`src/rtl/hicore_wbck_arbiter.sv`:
```
// hicore_wbck_arbiter
// Writeback arbiter in front of the integer register file write port.
// Merges the single-cycle ALU result path and the long-pipe path (loads,
// mul/div). Long-pipe results are buffered in a small FIFO and take
// priority. A starvation counter forces an ALU grant after STARVE_MAX
// consecutive stalled ALU cycles. Writes to x0 and faulting or non-writing
// ops complete their handshake without asserting the write enable.
//
// Ports:
//   clk, rst            clock (rising edge), synchronous active-high reset
//   alu_wbck_*          ALU result handshake (valid/ready) plus en/idx/dat
//   longp_wbck_*        long-pipe result handshake plus err/idx/dat
//   wbck_dest_*         register file write port (wen/idx/dat)
//   longp_cnt           long-pipe FIFO occupancy
module hicore_wbck_arbiter #(
  parameter int REG_SIZE    = 32,
  parameter int RFIDX_WIDTH = 5,
  parameter int LONGP_DEPTH = 2,
  parameter int STARVE_MAX  = 4
) (
  input  logic                               clk,
  input  logic                               rst,
  input  logic                               alu_wbck_valid,
  output logic                               alu_wbck_ready,
  input  logic                               alu_wbck_en,
  input  logic [RFIDX_WIDTH-1:0]             alu_wbck_idx,
  input  logic [REG_SIZE-1:0]                alu_wbck_dat,
  input  logic                               longp_wbck_valid,
  output logic                               longp_wbck_ready,
  input  logic                               longp_wbck_err,
  input  logic [RFIDX_WIDTH-1:0]             longp_wbck_idx,
  input  logic [REG_SIZE-1:0]                longp_wbck_dat,
  output logic                               wbck_dest_wen,
  output logic [RFIDX_WIDTH-1:0]             wbck_dest_idx,
  output logic [REG_SIZE-1:0]                wbck_dest_dat,
  output logic [$clog2(LONGP_DEPTH+1)-1:0]   longp_cnt
);

  localparam int CNT_W = $clog2(LONGP_DEPTH + 1);
  localparam int PTR_W = $clog2(LONGP_DEPTH);
  localparam int STV_W = $clog2(STARVE_MAX + 1);
  localparam logic [CNT_W-1:0] DEPTH_C    = CNT_W'(LONGP_DEPTH);
  localparam logic [STV_W-1:0] STARVE_TOP = STV_W'(STARVE_MAX);

  typedef struct packed {
    logic                   err;
    logic [RFIDX_WIDTH-1:0] idx;
    logic [REG_SIZE-1:0]    dat;
  } entry_t;

  entry_t           fifo_q [LONGP_DEPTH];
  logic [PTR_W-1:0] wr_ptr_q, wr_ptr_d;
  logic [PTR_W-1:0] rd_ptr_q, rd_ptr_d;
  logic [CNT_W-1:0] cnt_q, cnt_d;
  logic [STV_W-1:0] starve_q, starve_d;

  logic   longp_ready_s;
  logic   boost_s;
  logic   grant_longp_s;
  logic   grant_alu_s;
  logic   push_s;
  entry_t head_s;

  // Arbitration and handshakes; reset masks every grant and ready.
  always_comb begin
    head_s        = fifo_q[rd_ptr_q];
    longp_ready_s = ~rst & (cnt_q < DEPTH_C);
    boost_s       = alu_wbck_valid & (starve_q == STARVE_TOP);
    grant_longp_s = ~rst & (cnt_q != CNT_W'(0)) & ~boost_s;
    grant_alu_s   = ~rst & alu_wbck_valid & ~grant_longp_s;
    push_s        = longp_wbck_valid & longp_ready_s;
  end

  // Next-state for FIFO pointers, occupancy and the starvation counter.
  always_comb begin
    wr_ptr_d = wr_ptr_q;
    rd_ptr_d = rd_ptr_q;
    cnt_d    = cnt_q;
    starve_d = starve_q;
    if (push_s) begin
      wr_ptr_d = wr_ptr_q + PTR_W'(1);
    end else begin
      wr_ptr_d = wr_ptr_q;
    end
    if (grant_longp_s) begin
      rd_ptr_d = rd_ptr_q + PTR_W'(1);
    end else begin
      rd_ptr_d = rd_ptr_q;
    end
    case ({push_s, grant_longp_s})
      2'b10:   cnt_d = cnt_q + CNT_W'(1);
      2'b01:   cnt_d = cnt_q - CNT_W'(1);
      default: cnt_d = cnt_q;
    endcase
    // Stalled ALU counts up (saturating); handshake or idle clears it.
    if (alu_wbck_valid & ~grant_alu_s) begin
      if (starve_q == STARVE_TOP) begin
        starve_d = starve_q;
      end else begin
        starve_d = starve_q + STV_W'(1);
      end
    end else begin
      starve_d = STV_W'(0);
    end
  end

  // Control state register with synchronous reset.
  always_ff @(posedge clk) begin
    if (rst) begin
      wr_ptr_q <= PTR_W'(0);
      rd_ptr_q <= PTR_W'(0);
      cnt_q    <= CNT_W'(0);
      starve_q <= STV_W'(0);
    end else begin
      wr_ptr_q <= wr_ptr_d;
      rd_ptr_q <= rd_ptr_d;
      cnt_q    <= cnt_d;
      starve_q <= starve_d;
    end
  end

  // FIFO storage; contents are only meaningful below the occupancy count.
  always_ff @(posedge clk) begin
    if (push_s) begin
      fifo_q[wr_ptr_q] <= '{err: longp_wbck_err, idx: longp_wbck_idx, dat: longp_wbck_dat};
    end
  end

  // Write-port mux; x0 targets, en=0 and faulting ops consume without writing.
  always_comb begin
    wbck_dest_wen = 1'b0;
    wbck_dest_idx = RFIDX_WIDTH'(0);
    wbck_dest_dat = REG_SIZE'(0);
    if (grant_alu_s) begin
      wbck_dest_wen = alu_wbck_en & (alu_wbck_idx != RFIDX_WIDTH'(0));
      wbck_dest_idx = alu_wbck_idx;
      wbck_dest_dat = alu_wbck_dat;
    end else if (grant_longp_s) begin
      wbck_dest_wen = ~head_s.err & (head_s.idx != RFIDX_WIDTH'(0));
      wbck_dest_idx = head_s.idx;
      wbck_dest_dat = head_s.dat;
    end else begin
      wbck_dest_wen = 1'b0;
      wbck_dest_idx = RFIDX_WIDTH'(0);
      wbck_dest_dat = REG_SIZE'(0);
    end
  end

  assign alu_wbck_ready   = grant_alu_s;
  assign longp_wbck_ready = longp_ready_s;
  assign longp_cnt        = cnt_q;

endmodule

```
`config.mk`:
```
export PLATFORM = sky130hd
export DESIGN_NAME = hicore_wbck_arbiter
export DESIGN_NICKNAME = d
export VERILOG_FILES = /design/src/rtl/hicore_wbck_arbiter.sv
export SDC_FILE = /design/constraint.sdc
export NUM_CORES = 1
export LEC_CHECK = 0
export CAP_MARGIN = 30
export CORE_ASPECT_RATIO = 0.6
export CORE_MARGIN = 2
export CORE_UTILIZATION = 50
export CTS_CLUSTER_DIAMETER = 200
export DETAILED_ROUTE_END_ITERATION = 8
export DONT_BUFFER_PORTS = 1
export PLACE_DENSITY = 0.76
export SYNTH_ARGS = -nofsm -noshare
export SYNTH_HDL_FRONTEND = slang
export SYNTH_SLANG_ARGS = --single-unit
```
`constraint.sdc`:
```
create_clock -name clk -period 3 [get_ports clk]
set_input_delay 0.45 -clock clk [delete_from_list [all_inputs] [get_ports clk]]
set_output_delay 0.45 -clock clk [all_outputs]
set_load 0.02 [all_outputs]
```
==> parameters.txt, run 1 <==
Parameter                              Value

Global route
  Largest net degree at the start of global routing    40
  First-pass GRT wire length    10070 um
  GRT Resource Usage Total    17.72%
  Initial antenna violation count    0
  Sum of overflow across all layers after global routing    0
  Number of global-route vias before repair    1923

Setup path
  Critical path data required time    2550 ps
  Reg2Reg Capture Point    longp_cnt[1]$_SDFFE_PP0P_
  Termination of the worst setup path    wbck_dest_idx[2]
  Maximum fanout along the worst path    39
  Worst path arrival time    2380 ps
  Type of element capturing the critical path    primary output
  Startpoint-to-endpoint class of the critical path    register to primary output
  Worst setup path startpoint    starve_q[0]$_SDFFE_PP0P_
  Start of the worst register-to-register path    starve_q[0]$_SDFFE_PP0P_
  Type of element launching the critical path    register
  Setup slack of the most critical reg-to-reg path    500 ps
  Worst Reg2Reg Path Length in Cells    8

Power
  IR drop worst, VDD    0.4431 mV
  Power per unit of standard cell area    846.1 nW/um^2
  Leakage power    1.211 nW

CTS
  Hold-fix buffers, CTS    0
  Clock Root Buffer    sky130_fd_sc_hd__clkbuf_16
  Cts bufs inserted    9
  Count of buffers added by post-CTS timing repair for setup    0
  TritonCTS Sinks    84
  CTS tree    yes
  H-tree depth reported by CTS    3
  Clk Latency, worst-skew pair    340 ps
  Number of buffers between clock root and the deepest sink    2
  PostCTS Resize Cnt    0
  Clock-pin slew on the worst setup and hold paths    60 ps

Timing
  Number of endpoints with negative hold slack in the final report    0
  Slew at the pin closest to its max-slew limit    899.3 ps
  Final clock skew    2.904 ps
  Post-layout worst setup margin    174.3 ps
  Final number of setup-violating endpoints    0
  Max-Slew Margin vs Limit    40.05%
  Max Clock Freq    353.9 MHz
  Fin. max-slew vios    0
  Minimum clock period after layout    2826 ps
  Share of the clock period used by the worst path    94.19%
  RSZ-0062 raised after global routing    no
  Setup total negative slack    0 ps

Die
  Site Rows    23
  Number of top-level pins    122
  Core box area    6792 sq um
  Die W    113.2 um
  Overall die area    7864 sq um
  Initial Util    52.63%
  Overall die height    69.50 um

Synthesis
  Number of instances in the synthesized netlist    215
  Library cells used by synthesis    30
  Syn. warnings    0
  Syn nets    298
  Average cell area after synthesis    16.63 sq um
  Summed instance area of the synthesized netlist    3575 sq um
  Post-synthesis register bit count    84
  Register area share after synthesis    68.32%

Outcome
  Outcome    finished with violations
  Failing checks    design-rule violations

Cells and area
  FILL cells    518
  Commonest non-fill, non-tap cells in the layout    76 x sky130_fd_sc_hd__edfxtp_1, 38 x sky130_fd_sc_hd__mux2i_1, 28 x sky130_fd_sc_hd__o2bb2ai_1
  Storage cell area    2444 sq um
  Multi-input combinational cell area    1039 sq um
  Most frequent standard cell in the layout excluding fill and tap cells    sky130_fd_sc_hd__edfxtp_1
  Total number of nets in the final design    302
  Diodes inserted    0
  Fraction of final layout cells with drive strength greater than 1    16.07%
  Area overhead of the layout relative to synthesis    10.85%

Placement
  # port buffers    0
  Pre-CTS setup slack    498.6 ps
  Routability congestion estimate    0.6972
  DP HPWL    4625 um

Worst hold path
  Hold Path Class    input port to register

Run
  Maxcap violations    0

Routing
  Final Routed Wirelength    6622 um
  Final ANT Viol Nets    0
  Router iterations before antenna repair    9
  Iter 0 DRT Violations    92
  Count of vias placed by the detailed router    1834
  Drt drc    9
  Routed wire per std cell    21.29 um
  Via density per instance    5.897
how the worst min path moves through the flow:
stage	startpoint	end	slack, ps	cells after the start
3_3_place_gp	starve_q[0]$_SDFFE_PP0P_	starve_q[0]$_SDFFE_PP0P_	430	1
6_report	rst	rd_ptr_q$_SDFFE_PP0P_	180	1
2_1_floorplan	starve_q[0]$_SDFFE_PP0P_	starve_q[0]$_SDFFE_PP0P_	420	1
4_1_cts	rst	rd_ptr_q$_SDFFE_PP0P_	160	1
3_5_place_dp	starve_q[0]$_SDFFE_PP0P_	starve_q[0]$_SDFFE_PP0P_	440	1
5_1_grt	rst	wr_ptr_q$_SDFFE_PP0P_	160	1
cell families after synthesis:
family	synth area share (%)
multiplexers	10.64
XOR/XNOR	0.7352
AO/OA/AOI/OAI	12.78
adder cells (fa/ha/maj)	1.050
flip-flops	68.32
buffers and inverters	2.870
AND/OR/NAND/NOR	3.605
critical path: stages (launching register included):
cell and delay [ps]:
sky130_fd_sc_hd__dfxtp_1 350, sky130_fd_sc_hd__inv_1 50, sky130_fd_sc_hd__ha_1 220, sky130_fd_sc_hd__and3_1 200
sky130_fd_sc_hd__or2_2 630, sky130_fd_sc_hd__o2bb2ai_1 580
report_power, final:
part           switching, mW  internal (mW)
clock network          0.422          0.642
registers             0.0741           1.40
logic                  0.561          0.254
total                   1.06           2.30
through the flow:
stage               std cells  utilization, %  hold WS (ps)  power [mW]  cell area, sq um
floorplan                 215               -         417.3       2.206              3575
global placement          295           54.02         428.1       2.309              3669
detailed placement        295           54.02         444.6       2.325              3669
CTS                       311           58.35         164.8       3.390              3963
global route              311           58.35         161.4       3.505              3963
finish                    311           58.35         178.0       3.353              3963
cells in the mapped netlist:
cell type / count / share of area [%]
sky130_fd_sc_hd__edfxtp_1: 76 / 64
sky130_fd_sc_hd__mux2i_1: 38 / 11
sky130_fd_sc_hd__o2bb2ai_1: 28 / 6.9
sky130_fd_sc_hd__o2bb2ai_2: 9 / 3.8
sky130_fd_sc_hd__dfxtp_1: 8 / 4.5
sky130_fd_sc_hd__nor2_1: 7 / 0.74
sky130_fd_sc_hd__buf_2: 4 / 0.56
sky130_fd_sc_hd__buf_6: 4 / 1.3
sky130_fd_sc_hd__a21oi_1: 3 / 0.42
sky130_fd_sc_hd__and3_1: 3 / 0.53
sky130_fd_sc_hd__ha_1: 3 / 1.1
sky130_fd_sc_hd__inv_1: 3 / 0.31
sky130_fd_sc_hd__nand2_1: 3 / 0.31
sky130_fd_sc_hd__o21ai_0: 3 / 0.42
sky130_fd_sc_hd__buf_4: 2 / 0.42
sky130_fd_sc_hd__clkbuf_1: 2 / 0.21
sky130_fd_sc_hd__nor2b_1: 2 / 0.35
sky130_fd_sc_hd__nor3_1: 2 / 0.28
sky130_fd_sc_hd__or3_1: 2 / 0.35
sky130_fd_sc_hd__or4_1: 2 / 0.42
sky130_fd_sc_hd__xnor2_1: 2 / 0.49
sky130_fd_sc_hd__a2bb2oi_2: 1 / 0.42
sky130_fd_sc_hd__inv_2: 1 / 0.10
sky130_fd_sc_hd__nand2b_1: 1 / 0.18
sky130_fd_sc_hd__o21bai_1: 1 / 0.21
sky130_fd_sc_hd__o31ai_1: 1 / 0.21
sky130_fd_sc_hd__o32ai_2: 1 / 0.46
sky130_fd_sc_hd__or2_1: 1 / 0.18
sky130_fd_sc_hd__or4b_1: 1 / 0.28
sky130_fd_sc_hd__xor2_1: 1 / 0.25
layer usage:
layer  global-route usage (%)  up-vias  wire length [um]
met5                        0        -                 0
met4                    6.504        0               100
met3                    11.80       11               978
met2                    27.68       93              3046
met1                    19.34      861              2496
li1                         -      869                 -
state kept, by name, summed over array words and instances, names as in the netlist, named ones only:
name,count
starve_q,3
longp_cnt,2
rd_ptr_q,1
fifo_q,76
wr_ptr_q,1
area by class of cell:
type,instances,area share [%]
Clock inverter,6,1.642
Inverter,4,0.3789
Multi-Input combinational cell,115,26.21
Tap cell,87,2.747
Sequential cell,84,61.67
Clock buffer,10,5.778
Timing Repair Buffer,5,1.579
Power figures use the tool's default switching activity.
==> run 2: changes to the inputs <==
--- a/config.mk
+++ b/config.mk
@@ -12,7 +12,8 @@
 export CTS_CLUSTER_DIAMETER = 200
 export DETAILED_ROUTE_END_ITERATION = 8
 export DONT_BUFFER_PORTS = 1
-export PLACE_DENSITY = 0.76
+export GPL_TIMING_DRIVEN = 0
+export PLACE_DENSITY = 0.64
 export SYNTH_ARGS = -nofsm -noshare
 export SYNTH_HDL_FRONTEND = slang
 export SYNTH_SLANG_ARGS = --single-unit
==> run 2 against run 1 <==
  * The run still ends with design-rule violations left
  * Sequential share of layout area is 0.32 points lower
  * Non-clock buffer count grew 8
  * First-iteration DRC count up 12%
  * Register-to-register slack improved by 180 ps
  * Die area unchanged
  * Flip-flop and latch count stayed put
  * Clock power down 11%
  * Clock-buffer cell count grew 1
  * Design area increased by 0.47%
  * Largest cell class unchanged
  * Worst hold slack improved by 7.9 ps
==> parameters.txt, run 2 (same netlist as run 1, synthesis figures left out) <==
Parameter                              Value

Outcome
  Outcome    finished with violations
  Failing checks    design-rule violations

Timing
  Slew at the pin closest to its max-slew limit    913.2 ps
  Setup total negative slack    0 ps
  Number of endpoints with negative hold slack in the final report    0
  Share of the clock period used by the worst path    89.77%
  Fin. max-slew vios    0
  Minimum clock period after layout    2693 ps
  Final worst hold slack    185.9 ps
  Final number of setup-violating endpoints    0
  Final clock skew    3.513 ps
  Max-Slew Margin vs Limit    39.12%
  RSZ-0062 raised after global routing    no
  Max Clock Freq    371.3 MHz

Die
  Number of top-level pins    122
  Die W    113.2 um
  Core box area    6792 sq um
  Overall die area    7864 sq um
  Initial Util    52.63%
  Overall die height    69.50 um
  Site Rows    23

CTS
  Count of buffers added by post-CTS timing repair for setup    0
  Hold-fix buffers, CTS    0
  Clock-pin slew on the worst setup and hold paths    60 ps
  CTS tree    yes
  H-tree depth reported by CTS    3
  Cts bufs inserted    9
  Clk Latency, worst-skew pair    330 ps
  TritonCTS Sinks    84
  Clock Root Buffer    sky130_fd_sc_hd__clkbuf_16
  Number of buffers between clock root and the deepest sink    2
  PostCTS Resize Cnt    0

Setup path
  Startpoint-to-endpoint class of the critical path    register to primary output
  Worst path arrival time    2240 ps
  Type of element launching the critical path    register
  Worst Reg2Reg Path Length in Cells    10
  Critical path data required time    2550 ps
  Maximum fanout along the worst path    10
  Type of element capturing the critical path    primary output

Power
  IR drop worst, VDD    0.5017 mV
  Leakage power    1.239 nW
  Power per unit of standard cell area    825.2 nW/um^2
  Overall power of the completed layout    3.285 mW

Routing
  Router iterations before antenna repair    6
  Wire length on met2    3362 um
  Routed wire per std cell    20.80 um
  Final ANT Viol Nets    0
  Count of vias placed by the detailed router    1888
  WL met3    596 um
  Iter 0 DRT Violations    103
  Drt drc    8
  Via density per instance    5.918
  Final Routed Wirelength    6636 um
  Highest signal layer in the routed design    met4
  Routed metal-1 wirelength    2585 um

Run
  Maxcap violations    0

Cells and area
  Total number of nets in the final design    310
  Largest register FFs    76
  Final instance area    3981 sq um
  Diodes inserted    0
  FILL cells    526
  Area overhead of the layout relative to synthesis    11.38%
  Fraction of final layout cells with drive strength greater than 1    16.38%
  Most frequent standard cell in the layout excluding fill and tap cells    sky130_fd_sc_hd__edfxtp_1
  Commonest non-fill, non-tap cells in the layout    76 x sky130_fd_sc_hd__edfxtp_1, 38 x sky130_fd_sc_hd__mux2i_1, 28 x sky130_fd_sc_hd__o2bb2ai_1
  Reg with most FFs    fifo_q

Global route
  Number of global-route vias before repair    2015
  First-pass GRT wire length    10310 um
  Sum of overflow across all layers after global routing    0
  Largest net degree at the start of global routing    39
  Initial antenna violation count    0
  GRT Resource Usage Total    17.83%

Placement
  Routability congestion estimate    0.7700
  # port buffers    0
  DP HPWL    4820 um
  Area after detailed placement    3720 sq um

Worst hold path
  Hold Path Class    input port to register
  WHS Path Cells    1
## run 2: routing by layer
layer,global-route usage (%),vias up
li1,-,878
met1,19.66,923
met2,29.67,81
met3,7.955,6
met4,8.401,0
met5,0,-
## run 2: worst max-delay path, cell delays in order, from the launching register on
cell and delay [ps]:
sky130_fd_sc_hd__dfxtp_1 360, sky130_fd_sc_hd__inv_1 60, sky130_fd_sc_hd__ha_1 230, sky130_fd_sc_hd__and3_1 210, sky130_fd_sc_hd__or2_1 270, sky130_fd_sc_hd__clkbuf_1 280, sky130_fd_sc_hd__o2bb2ai_1 520
## run 2: path summary, 6_finish.rpt
kind,start,to,slack [ps]
worst max-delay path,starve_q[0]$_SDFFE_PP0P_,wbck_dest_idx[3],310
worst min-delay path,rst,rd_ptr_q$_SDFFE_PP0P_,190
worst max register to register,starve_q[0]$_SDFFE_PP0P_,longp_cnt[1]$_SDFFE_PP0P_,680
worst min register to register,starve_q[0]$_SDFFE_PP0P_,starve_q[0]$_SDFFE_PP0P_,460
## run 2: area by class of cell
cell class | count | area (sq um) | area share (%)
multi-input cells | 115 | 1039 | 26.08
flip-flops and latches | 84 | 2442 | 61.34
clock buffers | 11 | 232.7 | 5.845
repair buffers | 1 | 27.53 | 0.6914
well taps | 87 | 108.9 | 2.734
inverters | 4 | 15.01 | 0.3771
plain buffers | 12 | 87.58 | 2.200
clock inverters | 5 | 28.78 | 0.7228
## run 2: report_power, final
group	leakage, nW	internal (mW)	switching [mW]
clock network	0.123	0.554	0.393
logic	0.354	0.285	0.589
registers	0.762	1.40	0.0645
total	1.24	2.24	1.05
## run 2: metrics by stage
step	instances	utilization [%]	worst slack, ps
2_1_floorplan	215	-	17.55
3_3_place_gp	302	54.24	-771.1
3_5_place_dp	303	54.77	638.9
4_1_cts	319	58.62	307.9
5_1_grt	319	58.62	173.0
6_report	319	58.62	306.9
==> run 3: changes to the inputs <==
--- a/config.mk
+++ b/config.mk
@@ -6,7 +6,7 @@
 export NUM_CORES = 1
 export LEC_CHECK = 0
 export CAP_MARGIN = 30
-export CORE_ASPECT_RATIO = 0.6
+export CORE_ASPECT_RATIO = 0.75
 export CORE_MARGIN = 2
 export CORE_UTILIZATION = 50
 export CTS_CLUSTER_DIAMETER = 200
==> run 3 against run 2 <==
  * The flow now finishes without violations
  * Setup slack worse by 9.3 ps
  * Die area down 0.19%
  * Combinational power about the same
  * Critical path depth unchanged
  * First-iteration DRC count down 15%
  * Worst hold slack worse by 18 ps
  * Clock-buffer cell count down 2
  * Routed wire length up 1.8%
  * Sequential share of layout area up 0.14 points
  * Global-route usage up 0.39 points
  * Core utilization down 0.75 points
  * Critical endpoint is now wbck_dest_dat[18]
  * Largest power group unchanged
==> parameters.txt, run 3 (same netlist as run 1, synthesis figures left out) <==
Parameter                              Value

Setup path
  Worst path arrival time    2250 ps
  Critical path data required time    2550 ps
  Type of element launching the critical path    register
  Worst Reg2Reg Path Length in Cells    10
  Crit path max-delay cell type    sky130_fd_sc_hd__o2bb2ai_1
  Reg2Reg Capture Point    longp_cnt[1]$_SDFFE_PP0P_
  Slowest cell delay on critical path    520 ps
  Startpoint-to-endpoint class of the critical path    register to primary output
  List of cells traversed by the critical path    inv_1 > ha_1 > and3_1 > or2_1 > clkbuf_1 > o2bb2ai_1
  Setup slack of the most critical reg-to-reg path    660 ps
  Maximum fanout along the worst path    10
  Type of element capturing the critical path    primary output
  Start of the worst register-to-register path    starve_q[0]$_SDFFE_PP0P_

Timing
  Post-layout worst setup margin    297.6 ps
  Minimum clock period after layout    2702 ps
  Setup total negative slack    0 ps
  Share of the clock period used by the worst path    90.08%
  Slew at the pin closest to its max-slew limit    919.1 ps
  Fin. max-slew vios    0
  Max Clock Freq    370.0 MHz
  Max-Slew Margin vs Limit    38.73%
  Final worst hold slack    167.7 ps
  Final number of setup-violating endpoints    0
  RSZ-0062 raised after global routing    no
  Number of endpoints with negative hold slack in the final report    0
  Final clock skew    7.655 ps

CTS
  H-tree depth reported by CTS    3
  CTS tree    yes
  Clock Root Buffer    sky130_fd_sc_hd__clkbuf_8
  Count of buffers added by post-CTS timing repair for setup    0
  Clk Latency, worst-skew pair    350 ps
  Cts bufs inserted    9
  PostCTS Resize Cnt    0
  Hold-fix buffers, CTS    0
  TritonCTS Sinks    84
  Number of buffers between clock root and the deepest sink    2
  Clock-pin slew on the worst setup and hold paths    70 ps

Routing
  Iter 0 DRT Violations    88
  Drt drc    0
  Routed wire per std cell    20.47 um
  Final ANT Viol Nets    0
  Count of vias placed by the detailed router    1909
  Router iterations before antenna repair    4
  Via density per instance    5.785
  Final Routed Wirelength    6755 um

Global route
  Number of global-route vias before repair    2049
  Fraction of met2 tracks used by global routing    30.39%
  Largest net degree at the start of global routing    39
  Initial antenna violation count    0
  Sum of overflow across all layers after global routing    0
  GRT Resource Usage Total    18.22%
  First-pass GRT wire length    10340 um
  Met3 routing resource usage after global routing    10.03%
  Routing layer with the top usage in global route    met2
  Met1 track demand over resource    18.44%

Die
  Site Rows    26
  Number of top-level pins    122
  Overall die area    7849 sq um
  Overall die height    77.23 um
  Initial Util    52.08%
  Die W    101.6 um
  Core box area    6864 sq um

Power
  Switching Share    31.56%
  Combinational power share    26.8%
  IR drop worst, VDD    0.4186 mV
  Internal portion of total power    2.232 mW
  Power per unit of standard cell area    821.0 nW/um^2
  Leakage power    1.235 nW
  Fraction of power consumed by sequential logic    44.9%
  Power spent charging and discharging nets    1.030 mW
  Overall power of the completed layout    3.262 mW
  Relative contribution of the clock network to total power    28.3%

Placement
  DP HPWL    4858 um
  # port buffers    0
  Area after detailed placement    3734 sq um
  Pre-CTS setup slack    659.4 ps
  Routability congestion estimate    0.7151
  Placed Cells incl. Taps    314

Cells and area
  Fraction of final layout cells with drive strength greater than 1    16.81%
  Final instance area    3973 sq um
  Area overhead of the layout relative to synthesis    11.13%
  Largest register FFs    76
  Total number of nets in the final design    310
  FILL cells    530
  Commonest non-fill, non-tap cells in the layout    76 x sky130_fd_sc_hd__edfxtp_1, 38 x sky130_fd_sc_hd__mux2i_1, 28 x sky130_fd_sc_hd__o2bb2ai_1
  Post-route core utilization    57.87%
  Most frequent standard cell in the layout excluding fill and tap cells    sky130_fd_sc_hd__edfxtp_1
  Diodes inserted    0
  Reg with most FFs    fifo_q
  Number of non-filler instances in the completed layout    330

Run
  Maxcap violations    0

Worst hold path
  Hold Path Class    input port to register
  Startpoint of the worst hold path    rst
  WHS Path Cells    1

Outcome
  Outcome    completed
==> run 3: worst max-delay path by stage <==
| stage | to | cells past startpoint | slack (ps) | startpoint |
|---|---|---|---|---|
| 3_5_place_dp | longp_cnt[1]$_SDFFE_PP0P_ | 10 | 660 | starve_q[0]$_SDFFE_PP0P_ |
| 5_1_grt | wbck_dest_dat[18] | 6 | 170 | starve_q[0]$_SDFFE_PP0P_ |
| 6_report | wbck_dest_dat[18] | 6 | 300 | starve_q[0]$_SDFFE_PP0P_ |
| 4_1_cts | wbck_dest_dat[18] | 6 | 280 | starve_q[0]$_SDFFE_PP0P_ |
| 2_1_floorplan | fifo_q[0][0]$_DFFE_PP_ | 3 | 20 | longp_cnt[1]$_SDFFE_PP0P_ |
| 3_3_place_gp | fifo_q[0][26]$_DFFE_PP_ | 3 | -780 | longp_cnt[1]$_SDFFE_PP0P_ |
==> run 3: layout make-up <==
class / count / area (sq um) / area share (%)
clock buffer: 9 / 123.9 / 3.118
buffer: 12 / 87.58 / 2.205
multi-input combinational: 115 / 1039 / 26.14
sequential: 84 / 2442 / 61.48
clock inverter: 7 / 115.1 / 2.898
inverter: 4 / 15.01 / 0.3780
tap: 98 / 122.6 / 3.087
timing repair buffer: 1 / 27.53 / 0.6929
==> run 3: power by group through the flow <==
stage          sequential, mW  combinational, mW  clock [mW]
2_1_floorplan            1.48              0.731           0
3_3_place_gp             1.49              0.839           0
3_5_place_dp             1.49              0.881           0
4_1_cts                  1.46              0.884       0.944
5_1_grt                  1.47              0.940       0.999
6_report                 1.46              0.874       0.924
==> run 3: routing by layer <==
layer	vias up	part of all wire, %
met4	0	2.0
met5	-	0
met2	89	51
li1	884	-
met3	14	12
met1	922	35
==> run 3: worst max-delay path, delay by kind of cell (launching register included) <==
family          cells  cell delay, ps
buf+inv             2             320
flops               1             360
simple gates        2             490
fa+ha+maj           1             230
compound gates      1             520
